`config.mk`:
```
export PLATFORM = sky130hd
export DESIGN_NAME = keypad_scan
export DESIGN_NICKNAME = d
export VERILOG_FILES = /design/src/rtl/keypad_scan.sv
export SDC_FILE = /design/constraint.sdc
export NUM_CORES = 1
export LEC_CHECK = 0
export BUFFER_PORTS_ARGS = -buffer_cell sky130_fd_sc_hd__buf_2
export CAP_MARGIN = 5
export CORE_MARGIN = 10
export CORE_UTILIZATION = 60
export DETAILED_ROUTE_END_ITERATION = 8
export GPL_TIMING_DRIVEN = 0
export PLACE_DENSITY = 0.9
export SYNTH_ARGS = -nofsm -noshare
export SYNTH_HDL_FRONTEND = slang
export SYNTH_SLANG_ARGS = --single-unit
```
`constraint.sdc`:
```
create_clock -name clk -period 3.1 [get_ports clk]
set_input_delay 0.31 -clock clk [delete_from_list [all_inputs] [get_ports clk]]
set_output_delay 0.31 -clock clk [all_outputs]
set_load 0.01 [all_outputs]
```
`src/rtl/keypad_scan.sv`:
```
// 4x4 hex keypad scanner: rotates active-low rows, debounces press and
// release, and shifts each accepted key into a 32-bit entry word.
module keypad_scan #(
  parameter int SCAN_W    = 11,
  parameter int DEB_TICKS = 4
) (
  input  logic        clk,
  input  logic        rst,
  input  logic [3:0]  col,
  input  logic        clr,
  output logic [3:0]  row,
  output logic [32:1] data,
  output logic [3:0]  key,
  output logic        key_valid
);

  typedef enum logic [1:0] {
    SCAN,
    PRESS,
    HOLD
  } state_e;

  localparam logic [3:0] DEB = DEB_TICKS[3:0];

  state_e              state_q, state_d;
  logic [SCAN_W-1:0]   cnt_q;
  logic [3:0]          col_s1_q, col_s_q;
  logic [3:0]          deb_q, deb_d;
  logic [3:0]          row_q, row_d;
  logic [3:0]          cand_q, cand_d;
  logic [32:1]         data_q, data_d;
  logic [3:0]          key_q, key_d;
  logic                kv_q, kv_d;

  logic                tick;
  logic                one_low;
  logic                acc;
  logic [1:0]          ridx, cidx;
  logic [3:0]          code;
  logic [3:0]          row_rot;
  logic [3:0]          deb_inc;

  assign tick    = &cnt_q;
  assign row_rot = {row_q[2:0], row_q[3]};
  assign deb_inc = deb_q + 4'd1;
  assign code    = {ridx, cidx};

  always_comb begin
    ridx = 2'd0;
    case (row_q)
      4'b1101: ridx = 2'd1;
      4'b1011: ridx = 2'd2;
      4'b0111: ridx = 2'd3;
      default: ridx = 2'd0;
    endcase
  end

  always_comb begin
    cidx    = 2'd0;
    one_low = 1'b1;
    case (col_s_q)
      4'b1110: cidx = 2'd0;
      4'b1101: cidx = 2'd1;
      4'b1011: cidx = 2'd2;
      4'b0111: cidx = 2'd3;
      default: one_low = 1'b0;
    endcase
  end

  always_comb begin
    state_d = state_q;
    deb_d   = deb_q;
    row_d   = row_q;
    cand_d  = cand_q;
    data_d  = data_q;
    key_d   = key_q;
    kv_d    = 1'b0;
    acc     = 1'b0;
    if (tick) begin
      case (state_q)
        SCAN: begin
          if (one_low) begin
            cand_d = col_s_q;
            if (DEB == 4'd1) begin
              acc     = 1'b1;
              deb_d   = 4'd0;
              state_d = HOLD;
            end else begin
              deb_d   = 4'd1;
              state_d = PRESS;
            end
          end else begin
            row_d = row_rot;
          end
        end
        PRESS: begin
          if (col_s_q == cand_q) begin
            if (deb_inc == DEB) begin
              acc     = 1'b1;
              deb_d   = 4'd0;
              state_d = HOLD;
            end else begin
              deb_d = deb_inc;
            end
          end else begin
            deb_d   = 4'd0;
            row_d   = row_rot;
            state_d = SCAN;
          end
        end
        HOLD: begin
          if (col_s_q == 4'hF) begin
            if (deb_inc == DEB) begin
              deb_d   = 4'd0;
              row_d   = row_rot;
              state_d = SCAN;
            end else begin
              deb_d = deb_inc;
            end
          end else begin
            deb_d = 4'd0;
          end
        end
        default: begin
          deb_d   = 4'd0;
          state_d = SCAN;
        end
      endcase
    end
    if (acc) begin
      key_d  = code;
      kv_d   = 1'b1;
      data_d = {data_q[28:1], code};
    end
    // Clear beats a simultaneous accept on the entry word only
    if (clr) begin
      data_d = '0;
    end
  end

  always_ff @(posedge clk or posedge rst) begin
    if (rst) begin
      state_q  <= SCAN;
      cnt_q    <= '0;
      col_s1_q <= 4'hF;
      col_s_q  <= 4'hF;
      deb_q    <= 4'd0;
      row_q    <= 4'b1110;
      cand_q   <= 4'hF;
      data_q   <= '0;
      key_q    <= 4'd0;
      kv_q     <= 1'b0;
    end else begin
      state_q  <= state_d;
      cnt_q    <= cnt_q + SCAN_W'(1);
      col_s1_q <= col;
      col_s_q  <= col_s1_q;
      deb_q    <= deb_d;
      row_q    <= row_d;
      cand_q   <= cand_d;
      data_q   <= data_d;
      key_q    <= key_d;
      kv_q     <= kv_d;
    end
  end

  assign row       = row_q;
  assign data      = data_q;
  assign key       = key_q;
  assign key_valid = kv_q;

endmodule

```
-- Word-level counts from Yosys, hierarchy flattened
Index checks and enable logic that the tools add are counted.
- bits in registers: 70
- output and inout port bits: 41
- logic and storage cells: 65
- input port bits: 7
- $add $sub $neg: 2
- reductions and logical operators: 9
- equality and inequality tests: 18
- muxes and demuxes: 26
- operator list (cell ; number):
    2-to-1 mux 32 bit ; 2
    2-to-1 mux 4 bit ; 8
    equality test 4 bit (second input constant) ; 6
    one-hot mux 4 bit (3 select lines) ; 2
    one-hot mux 2 bit (3 select lines) ; 3
    AND reduction 16 bit ; 1
    AND reduction 15 bit ; 1
    AND reduction 13 bit ; 1
    equality test 4 x 3 -> 1 bit (second input constant) ; 3
    AND reduction 12 bit ; 1
    adder 11 x 1 -> 11 bit (second input constant) ; 1
    AND reduction 11 bit ; 1
    2-to-1 mux 2 bit ; 5
    != test 2 bit (second input constant) ; 5
    2-to-1 mux 1 bit ; 6
    adder 4 x 1 -> 4 bit (second input constant) ; 1
    equality test 4 bit ; 1
    OR reduction 4 bit ; 1
    != test 3 bit (second input constant) ; 1
    nonzero test 3 bit ; 1
    equality test 2 x 1 -> 1 bit (second input constant) ; 1
    equality test 2 bit (second input constant) ; 1
    zero test 2 bit ; 1
    nonzero test 2 bit ; 1

-- Logic depth before layout (Yosys ltp)
- depth in word-level cells: 8
- depth in mapped cells: 8
- gate-level depth less buffers: 6

-- Least setup slack after synthesis
OpenSTA, ideal clock, no wires.
- path kind: reg-to-reg
- start point: reg col_s_q[0]
- end point: reg data_q, in the netlist data[10]
- library setup time: 0.136 ns
- cell stages (with the launch flop): 9
- arrival: 1.915 ns
- slack: 1.049 ns
- buffers on the path: 3
- period minus slack after synthesis: 2.051 ns
- cell sequence: dfstp_2 > clkbuf_1 > xnor2_1 > nand4_2 > a2111o_1 > buf_2 > buf_2 > nand2_1 > a21oi_1
- longest elaborated chain between the ends: 5
- ends and longest elaborated chain (what ; line ; source):
    start: declaration ; 27 ; logic [3:0] col_s1_q, col_s_q;
    start signal: assignment ; 157 ; col_s_q <= col_s1_q;
    equality test 4 bit ; 97 ; if (col_s_q == cand_q) begin
    2-to-1 mux 1 bit ; 97 ;
    2-to-1 mux 1 bit ; 80 ; case (state_q)
    2-to-1 mux 1 bit ; 79 ; if (tick) begin
    nonzero test 2 bit (no source line) ; -- ;
    end signal: assignment ; 161 ; data_q <= data_d;
    end: declaration ; 31 ; logic [32:1] data_q, data_d;
Every way passes these cells.
A chain may end at the register's enable or synchronous reset.

-- Worst setup path in the final report
- start point: reg col_s_q[0]
- end point: reg data_q, in the netlist data[1]
- longest elaborated chain between the ends: 5
- ends and longest elaborated chain (what ; line):
    equality test 4 bit ; 97
    2-to-1 mux 1 bit ; 97
    2-to-1 mux 1 bit ; 80
    2-to-1 mux 1 bit ; 79
    nonzero test 2 bit (no source line) ; --
Parallel ways exist; a longest one is shown, timed or not. The select of a mux whose other input is x is not followed.

==> flow_metrics.env <==
export IMPL_status="complete, no violations"
export IMPL_max_stage_delay_ns=0.51
export IMPL_cp_top_family="compound AO/OA/AOI/OAI gates"
export IMPL_fmax_ghz=0.421
export IMPL_clock_sinks=70
export IMPL_hpwl_mm=4.58
export IMPL_area_growth_pct=18.5
export IMPL_dieHeight_microns=90.7
export IMPL_drt_wl_total_mm=6.43
export IMPL_p_sw_frac=0.203
export IMPL_synth_distinct_cells=37
export IMPL_worst_path_max_fanout=10
export IMPL_grt_pass1_vias=2428
export IMPL_cts_tree="built"
export IMPL_rr_worst_depth=7
export IMPL_postCtsHoldBufs=0
export IMPL_cts_resized=0
export IMPL_dr_first_iter_drc_count=176
export IMPL_post_route_period_util=0.766
export IMPL_path_cells="clkbuf_1, xnor2_1, nand4_2, a2111oi_4, buf_4, nand4_1, a21oi_1"
export IMPL_finClkSkew_ns=0.00752
export IMPL_num_vias=2349
export IMPL_synth_edf_count=0
export IMPL_synth_warnings=0
export IMPL_r2r_slack_ns=0.72
export IMPL_fin_setup_tns_ns=0
export IMPL_clk_latency_ns=0.34
export IMPL_pwr_density_cell_nw_per_um2=498
export IMPL_drv_cap=0
export IMPL_final_cell_mix="nand2_1 (80), buf_2 (56), dfrtp_1 (55)"
export IMPL_routed_via_density=5.61
export IMPL_synth_main_ff_cell="dfrtp_1"
export IMPL_crit_type="flip-flop to flip-flop"
export IMPL_place_inst=403
export IMPL_tightest_slew_ns=0.654
export IMPL_async_reset_ff_frac=1.00
export IMPL_r2r_end="data[1]"
export IMPL_syn_area_per_cell_sq_um=10.4
export IMPL_cts_max_level=3
export IMPL_antenna_cells=0
export IMPL_coreArea_sq_um=4790
export IMPL_final_max_slew_viol_count=0
export IMPL_pwr_share_comb=0.028
export IMPL_seqPwrFrac=0.522
export IMPL_yosys_register_bits=70
export IMPL_port_buffers=47
export IMPL_worst_path_stages=7
export IMPL_synth_nets=298
export IMPL_gp_congestion=0.811
export IMPL_finalWorstPathRequiredPeriod_ns=2.38
export IMPL_num_rows=25
export IMPL_synthCells=288
export IMPL_grt_pass1_wl_mm=10.8
export IMPL_p_leak_nw=1.69
export IMPL_fin_cells=419
export IMPL_netlist_area_sq_um=3000
export IMPL_cts_root_buf="clkbuf_8"
export IMPL_antenna_found_initial=0
export IMPL_dieWidth_microns=90.7
export IMPL_ir_drop_uv=385
export IMPL_cp_arrival_ns=2.64
export IMPL_drcViolationCount=0
export IMPL_hold_viol=0
export IMPL_track_usage=0.159
export IMPL_p_sw_mw=0.360
export IMPL_clock_path_buffers=2
export IMPL_dieArea_sq_um=8230
export IMPL_end_kind="flip-flop"
export IMPL_synth_seq_area_share=0.590
export IMPL_post_drt_wl_per_cell_microns=15.3
export IMPL_grt_overflow=0
export IMPL_worst_r2r_startpoint="col_s_q[0]"
export IMPL_cts_made_buffers=9
export IMPL_ant_nets=0
export IMPL_grt_max_degree=41
export IMPL_timing_critical_path_required_ns=3.36
export IMPL_setup_violations=0
export IMPL_finalPower_mw=1.77
export IMPL_critPathBufInv=2
export IMPL_dr_pass1_iters=4
export IMPL_critPathSlowestCell="dfstp_2"
export IMPL_final_common_cell="nand2_1"
export IMPL_nets=357
export IMPL_path_clk_slew_ns=0.07
export IMPL_final_layout_size_suffix_gt1_frac=0.267
export IMPL_rsz0062_at_grt="no"
export IMPL_start_util=0.627
export IMPL_start_kind="flip-flop"
export IMPL_pwr_share_clk=0.449
export IMPL_cts_setup_buffers=0
export IMPL_ioPinCount=48
export IMPL_hold_class="primary input to asynchronous set/reset pin"
export IMPL_max_slew_margin=0.560
export IMPL_internal_power_mw=1.41
## metal layers
metal  share of wire  up-vias  GRT usage
li1                -     1104          -
met1            0.41     1160      0.178
met2            0.50       71      0.266
met3           0.069       14     0.0499
met4           0.020        0     0.0782
met5               0        -          0
## stage by stage
step	util	setup slack, ns	hold WS, ns	instance area (sq um)
detailed placement	0.698	0.740	0.347	3340
floorplan	-	1.05	0.314	3000
global route	0.742	0.488	0.0585	3550
global placement	0.693	0.318	0.345	3320
finish	0.742	0.724	0.0402	3550
CTS	0.742	0.714	0.0604	3550
## sequential cells by signal (all words and copies together) (netlist names)
signal	flops
cand_q	4
cnt_q	11
col_s1_q	4
col_s_q	4
data	32
deb_q	4
key	4
key_valid	1
row	4
state_q	2
## worst max-delay path by stage
stage                     from  endpoint  slack (ns)
floorplan                  rst  cnt_q[0]        1.05
global placement           rst    key[2]        0.32
detailed placement  col_s_q[0]   data[1]        0.74
CTS                 col_s_q[0]   data[1]        0.71
global route          cnt_q[0]   data[1]        0.49
finish              col_s_q[0]   data[1]        0.72
## cell usage after synthesis (3+ instances only)
library cell / count / share of area
dfrtp_1: 55 / 0.46
xor2_1: 7 / 0.020
dfstp_2: 15 / 0.13
xnor2_1: 12 / 0.035
ha_1: 3 / 0.013
nand2_1: 80 / 0.10
nand3_1: 7 / 0.012
nor4_1: 3 / 0.0063
mux2_2: 4 / 0.015
inv_1: 5 / 0.0063
buf_2: 9 / 0.015
clkbuf_1: 4 / 0.0050
nor2_1: 4 / 0.0050
o21ai_0: 6 / 0.010
o21ai_1: 3 / 0.0050
mux2_1: 4 / 0.015
nand4_1: 8 / 0.017
o31ai_1: 3 / 0.0075
a21oi_1: 32 / 0.053
## area by class of cell
class	count	area (sq um)
Fill cell	317	1230
Tap cell	67	83.8
Multi-Input combinational cell	198	1140
Sequential cell	70	1770
Clock buffer	12	145
Timing Repair Buffer	48	255
Inverter	6	22.5
Clock inverter	4	70.1
Buffer	14	67.6
## cell families (layout without fill, tap and decap cells)
logic type,Yosys count,after routing,synth area share
AO/OA/AOI/OAI,54,54,0.110
XOR/XNOR,19,19,0.0555
adder cells (fa/ha/maj),3,3,0.0125
buffers and inverters,20,84,0.0300
flip-flops,70,70,0.590
multiplexers,8,8,0.0300
AND/OR/NAND/NOR,114,114,0.171
## power by group through the flow
stage,Clock [mW],Sequential (mW),Combinational (mW)
after floorplan,0,0.940,0.0345
after global placement,0,0.940,0.0467
after detailed placement,0,0.941,0.0516
after CTS,0.799,0.924,0.0518
after global routing,0.842,0.924,0.0571
final,0.795,0.924,0.0501
No activity file was read; power rests on OpenSTA's default activity.
